File: config.mk
export PLATFORM = sky130hd
export DESIGN_NAME = id_ex_stage
export DESIGN_NICKNAME = d
export VERILOG_FILES = /design/src/rtl/id_ex_stage.sv
export SDC_FILE = /design/constraint.sdc
export NUM_CORES = 1
export LEC_CHECK = 0
export ABC_AREA = 1
export BUFFER_PORTS_ARGS = -buffer_cell sky130_fd_sc_hd__buf_2
export CAP_MARGIN = 20
export CORE_AREA = 2 2 143 145
export CTS_CLUSTER_DIAMETER = 100
export DETAILED_ROUTE_END_ITERATION = 7
export DIE_AREA = 0 0 145 147
export PLACE_DENSITY = 0.71
export SETUP_SLACK_MARGIN = 0.02
export SLEW_MARGIN = 40
export SYNTH_ARGS = -nofsm -noshare
export SYNTH_HDL_FRONTEND = slang
export SYNTH_SLANG_ARGS = --single-unit
File: constraint.sdc
create_clock -name clk -period 3.95 [get_ports clk]
set_clock_uncertainty 0.15 [all_clocks]
set_input_delay 0.79 -clock clk [delete_from_list [all_inputs] [get_ports clk]]
set_output_delay 0.79 -clock clk [all_outputs]
set_load 0.005 [all_outputs]
File: src/rtl/id_ex_stage.sv
// id_ex_stage: decode-to-execute pipeline register with write-back bypass
// and load-use hazard detection (bubble insertion, fetch/decode stall).
//
// Ports:
//   clk, rst          rising-edge clock, synchronous active-high reset
//   *_id              decode-stage instruction fields and register file data
//   RegWEn_wb,
//   rd_add_wb,
//   dataW_wb          write-back port, the same signals that write the regfile
//   flush_ex          redirect; kill the instruction entering EX
//   stall_ex_in       downstream hold; freeze the EX register
//   *_ex              registered execute-stage copies of the decode fields
//   stall_id          combinational; freeze the PC and the IF/ID register
//   bubble_count      saturating count of load-use bubbles inserted
module id_ex_stage #(
    parameter int CTRL_W = 8
) (
    input  logic              clk,
    input  logic              rst,

    input  logic              valid_id,
    input  logic [31:0]       pc_id,
    input  logic [4:0]        rs1_add_id,
    input  logic [4:0]        rs2_add_id,
    input  logic [4:0]        rd_add_id,
    input  logic              rs1_used_id,
    input  logic              rs2_used_id,
    input  logic [31:0]       rs1_data_id,
    input  logic [31:0]       rs2_data_id,
    input  logic [31:0]       imm_id,
    input  logic              regwen_id,
    input  logic              memread_id,
    input  logic [CTRL_W-1:0] ctrl_id,

    input  logic              RegWEn_wb,
    input  logic [4:0]        rd_add_wb,
    input  logic [31:0]       dataW_wb,

    input  logic              flush_ex,
    input  logic              stall_ex_in,

    output logic              valid_ex,
    output logic [31:0]       pc_ex,
    output logic [31:0]       imm_ex,
    output logic [31:0]       rs1_data_ex,
    output logic [31:0]       rs2_data_ex,
    output logic [4:0]        rs1_add_ex,
    output logic [4:0]        rs2_add_ex,
    output logic [4:0]        rd_add_ex,
    output logic              regwen_ex,
    output logic              memread_ex,
    output logic [CTRL_W-1:0] ctrl_ex,

    output logic              stall_id,
    output logic [15:0]       bubble_count
);

    // Everything that moves from decode into execute as one bundle.
    typedef struct packed {
        logic              valid;
        logic [31:0]       pc;
        logic [31:0]       imm;
        logic [31:0]       rs1_data;
        logic [31:0]       rs2_data;
        logic [4:0]        rs1_add;
        logic [4:0]        rs2_add;
        logic [4:0]        rd_add;
        logic              regwen;
        logic              memread;
        logic [CTRL_W-1:0] ctrl;
    } ex_t;

    ex_t         ex_q;
    ex_t         ex_load;
    logic [15:0] bubble_q;

    logic        wb_live;
    logic [31:0] rs1_fwd;
    logic [31:0] rs2_fwd;

    logic        load_in_ex;
    logic        rs1_dep;
    logic        rs2_dep;
    logic        hz;

    // The regfile only commits on the clock edge, so a write landing in
    // this cycle is invisible to the decode read. Substitute it here.
    // x0 is never bypassed: a write to it is architecturally discarded.
    always_comb begin
        wb_live = RegWEn_wb && (rd_add_wb != 5'd0);
        rs1_fwd = rs1_data_id;
        rs2_fwd = rs2_data_id;
        if (wb_live && (rd_add_wb == rs1_add_id)) begin
            rs1_fwd = dataW_wb;
        end
        if (wb_live && (rd_add_wb == rs2_add_id)) begin
            rs2_fwd = dataW_wb;
        end
    end

    // A load in EX whose result decode needs cannot be forwarded in time;
    // decode must wait one cycle while a bubble goes down the pipe.
    always_comb begin
        load_in_ex = ex_q.valid && ex_q.memread
                     && (ex_q.rd_add != 5'd0);
        rs1_dep    = rs1_used_id && (rs1_add_id == ex_q.rd_add);
        rs2_dep    = rs2_used_id && (rs2_add_id == ex_q.rd_add);
        hz         = load_in_ex && valid_id && (rs1_dep || rs2_dep)
                     && !flush_ex;
        stall_id   = (hz || stall_ex_in) && !flush_ex;
    end

    // Next contents on a normal load. An empty slot never writes rd
    // and never touches memory.
    always_comb begin
        ex_load          = '0;
        ex_load.valid    = valid_id;
        ex_load.pc       = pc_id;
        ex_load.imm      = imm_id;
        ex_load.rs1_data = rs1_fwd;
        ex_load.rs2_data = rs2_fwd;
        ex_load.rs1_add  = rs1_add_id;
        ex_load.rs2_add  = rs2_add_id;
        ex_load.rd_add   = rd_add_id;
        ex_load.regwen   = regwen_id && valid_id;
        ex_load.memread  = memread_id && valid_id;
        ex_load.ctrl     = ctrl_id;
    end

    // Priority: reset, flush, downstream hold, bubble, load.
    // A hold beats the bubble, so a held load keeps decode stalled
    // without counting a bubble for every held cycle.
    always_ff @(posedge clk) begin
        if (rst) begin
            ex_q     <= '0;
            bubble_q <= '0;
        end else if (flush_ex) begin
            ex_q     <= '0;
        end else if (!stall_ex_in) begin
            if (hz) begin
                ex_q.valid   <= 1'b0;
                ex_q.regwen  <= 1'b0;
                ex_q.memread <= 1'b0;
                if (bubble_q != 16'hFFFF) begin
                    bubble_q <= bubble_q + 16'd1;
                end
            end else begin
                ex_q <= ex_load;
            end
        end
    end

    assign valid_ex     = ex_q.valid;
    assign pc_ex        = ex_q.pc;
    assign imm_ex       = ex_q.imm;
    assign rs1_data_ex  = ex_q.rs1_data;
    assign rs2_data_ex  = ex_q.rs2_data;
    assign rs1_add_ex   = ex_q.rs1_add;
    assign rs2_add_ex   = ex_q.rs2_add;
    assign rd_add_ex    = ex_q.rd_add;
    assign regwen_ex    = ex_q.regwen;
    assign memread_ex   = ex_q.memread;
    assign ctrl_ex      = ex_q.ctrl;
    assign bubble_count = bubble_q;

endmodule
==> results.sh <==
export IMPL_p_leak_nw=5.495
export IMPL_rsz0062_at_grt="no"
export IMPL_first_iter_violations=411
export IMPL_status="finished clean"
export IMPL_nFillCells=2008
export IMPL_final_common_cell="buf_2"
export IMPL_synth_nets=1383
export IMPL_multi_input_area_um2=3462
export IMPL_grt_overflow=0
export IMPL_routedWlPerCell_um=13.08
export IMPL_grt_first_pass_wirelength_um=36610
export IMPL_p_per_area_nw_per_um2=398.1
export IMPL_grt_max_degree=116
export IMPL_ys_seq_area_share_pct=44.31
export IMPL_viasPerCell=4.535
export IMPL_synth_seq_cells=170
export IMPL_io_buffers=368
export IMPL_routed_wl_um=23480
export IMPL_final_antenna_net_count=0
export IMPL_cts_hold_buf=0
export IMPL_period_needed_ns=3.050
export IMPL_syn_area_per_cell_um2=6.487
export IMPL_worstReg2RegStart="rd_add_ex[4]"
export IMPL_setup_violations=0
export IMPL_initial_core_util_pct=38.71
export IMPL_gp_routability_congestion=0.8534
export IMPL_die_area_um2=21320
export IMPL_clk_pin_slew_worst_paths_ns=0.07
export IMPL_worst_pin_slew_ns=0.7865
export IMPL_rr_endpoint="rs1_add_ex[1]"
export IMPL_row_count=52
export IMPL_drc_errors=0
export IMPL_crit_path_end_kind="output port"
export IMPL_slew_viol_final=0
export IMPL_post_cts_resized=0
export IMPL_dp_hpwl_um=17160
export IMPL_start_kind="flip-flop"
export IMPL_ys_warn_count=0
export IMPL_clock_latency_ns=0.42
export IMPL_synthCells=1184
export IMPL_clkSinkCount=170
export IMPL_cp_required_ns=3.01
export IMPL_track_usage_pct=21.30
export IMPL_core_area_um2=19840
export IMPL_rrSetupSlack_ns=1.33
export IMPL_clockRootBuffer="clkbuf_16"
export IMPL_synth_area_um2=7681
export IMPL_drt_pre_antenna_iters=5
export IMPL_numCtsBuffers=17
export IMPL_clockBufferDepth=2
export IMPL_final_nets=1712
export IMPL_worst_endpoint_arrival_ns=2.11
export IMPL_path_class="reg -> out"
export IMPL_hold_viol=0
export IMPL_die_h_um=147
export IMPL_cp_endpoint="stall_id"
export IMPL_worstRegToRegCells=11
export IMPL_crit_start="rd_add_ex[4]"
export IMPL_cts_setup_buffers=0
export IMPL_mostFrequentLayoutCells="buf_2, nor2_1, nand2_1"
export IMPL_fmax_ghz=0.3279
export IMPL_drive_gt1_share_pct=27.39
export IMPL_seq_area_um2=3403
export IMPL_via_count=8145
export IMPL_cts_htree_levels=4
export IMPL_setup_tns_ns=0
export IMPL_synth_distinct_cells=25
export IMPL_syn2layout_area_growth_pct=33.00
export IMPL_ioPinCount=369
export IMPL_period_share_pct=77.22
export IMPL_antenna_cells=0
export IMPL_cts_tree="yes"
export IMPL_antenna_found_initial=0
export IMPL_slew_limit_headroom_pct=47.57
export IMPL_cp_max_fo=27
export IMPL_hp_class="reg -> reg"
export IMPL_p_total_mw=4.067
export IMPL_grt_pass1_vias=7259
export IMPL_peakVddDrop_uv=257.4
export IMPL_cap_violations=0
export IMPL_fp_dieW_um=145
[Yosys cell counts]
cell / count / area share [%]
o21ai_1: 28 / 1.8
nor3_1: 2 / 0.13
o21bai_1: 1 / 0.098
xor2_1: 6 / 0.68
nand2_1: 259 / 13
nand4_1: 8 / 0.65
nand2_2: 2 / 0.16
nand2_4: 1 / 0.15
dfxtp_1: 170 / 44
nand3_1: 16 / 1.0
buf_1: 1 / 0.049
nand3_2: 2 / 0.26
nor2_2: 1 / 0.081
buf_2: 21 / 1.4
buf_4: 11 / 1.1
nor2_1: 350 / 17
clkbuf_1: 22 / 1.1
nor4_1: 1 / 0.081
a21oi_1: 13 / 0.85
ha_1: 1 / 0.16
inv_1: 124 / 6.1
buf_6: 8 / 1.2
xnor2_1: 4 / 0.46
o21ai_0: 126 / 8.2
inv_2: 6 / 0.29
[state kept, by name (all words and copies together) (netlist names)]
name,flops
pc_ex,32
rs1_data_ex,32
rs2_add_ex,5
ctrl_ex,8
memread_ex,1
regwen_ex,1
rs2_data_ex,32
valid_ex,1
bubble_count,16
rs1_add_ex,5
imm_ex,32
rd_add_ex,5
[where the power goes]
group	switching [mW]	total (mW)	internal, mW
clock network	0.785	1.76	0.973
logic	0.282	0.494	0.212
registers	0.0346	1.82	1.78
[worst min-delay path by stage]
| stage | start | to | slack, ns | cells past startpoint |
|---|---|---|---|---|
| global placement | pc_ex[5] | pc_ex[5] | 0.31 | 2 |
| global route | pc_ex[19] | pc_ex[19] | 0.35 | 2 |
| floorplan | regwen_ex | regwen_ex | 0.31 | 2 |
| finish | rs1_add_ex[1] | rs1_add_ex[1] | 0.33 | 2 |
| CTS | memread_ex | memread_ex | 0.33 | 2 |
| detailed placement | rs1_add_ex[1] | rs1_add_ex[1] | 0.32 | 2 |
[layout make-up]
cell class	instances	area share, %
repair buffers	373	18.55
clock buffers	17	4.164
clock inverters	15	1.996
flip-flops and latches	170	33.31
multi-input cells	821	33.89
inverters	130	4.777
well taps	270	3.307
[per-stage QoR]
stage / worst slack (ns) / cells / instance area (um2) / util (%) / hold WS [ns]
5_1_grt: 0.6671 / 1796 / 10220 / 51.48 / 0.3506
6_report: 0.8998 / 1796 / 10220 / 51.48 / 0.3264
3_5_place_dp: 0.9787 / 1764 / 9582 / 48.29 / 0.3156
4_1_cts: 0.9073 / 1796 / 10210 / 51.46 / 0.3289
2_1_floorplan: 1.214 / 1184 / 7681 / - / 0.3087
3_3_place_gp: 0.8503 / 1764 / 9563 / 48.19 / 0.3081
[per-layer routing]
layer | track usage, % | routed length [um]
met1 | 25.75 | 10080
met5 | 0 | 0
met4 | 7.327 | 562
met3 | 7.112 | 1793
met2 | 35.64 | 11050
[kinds of logic after synthesis]
kind of cell	synth area share, %
fa+ha+maj	0.1629
flops	44.31
buf+inv	11.09
compound gates	10.98
simple gates	32.32
xor+xnor	1.140
[worst max-delay path: stages (launching register included)]
cell and delay [ns]:
dfxtp_1 0.52, inv_1 0.11, nand2_1 0.07, nand2_1 0.05, nor2_1 0.09, nand3_1 0.10, nand2_2 0.15, nand2_2 0.16
nand2_8 0.19, inv_2 0.06, nor2_1 0.08, buf_2 0.11
No activity file was read; power rests on OpenSTA's default activity.
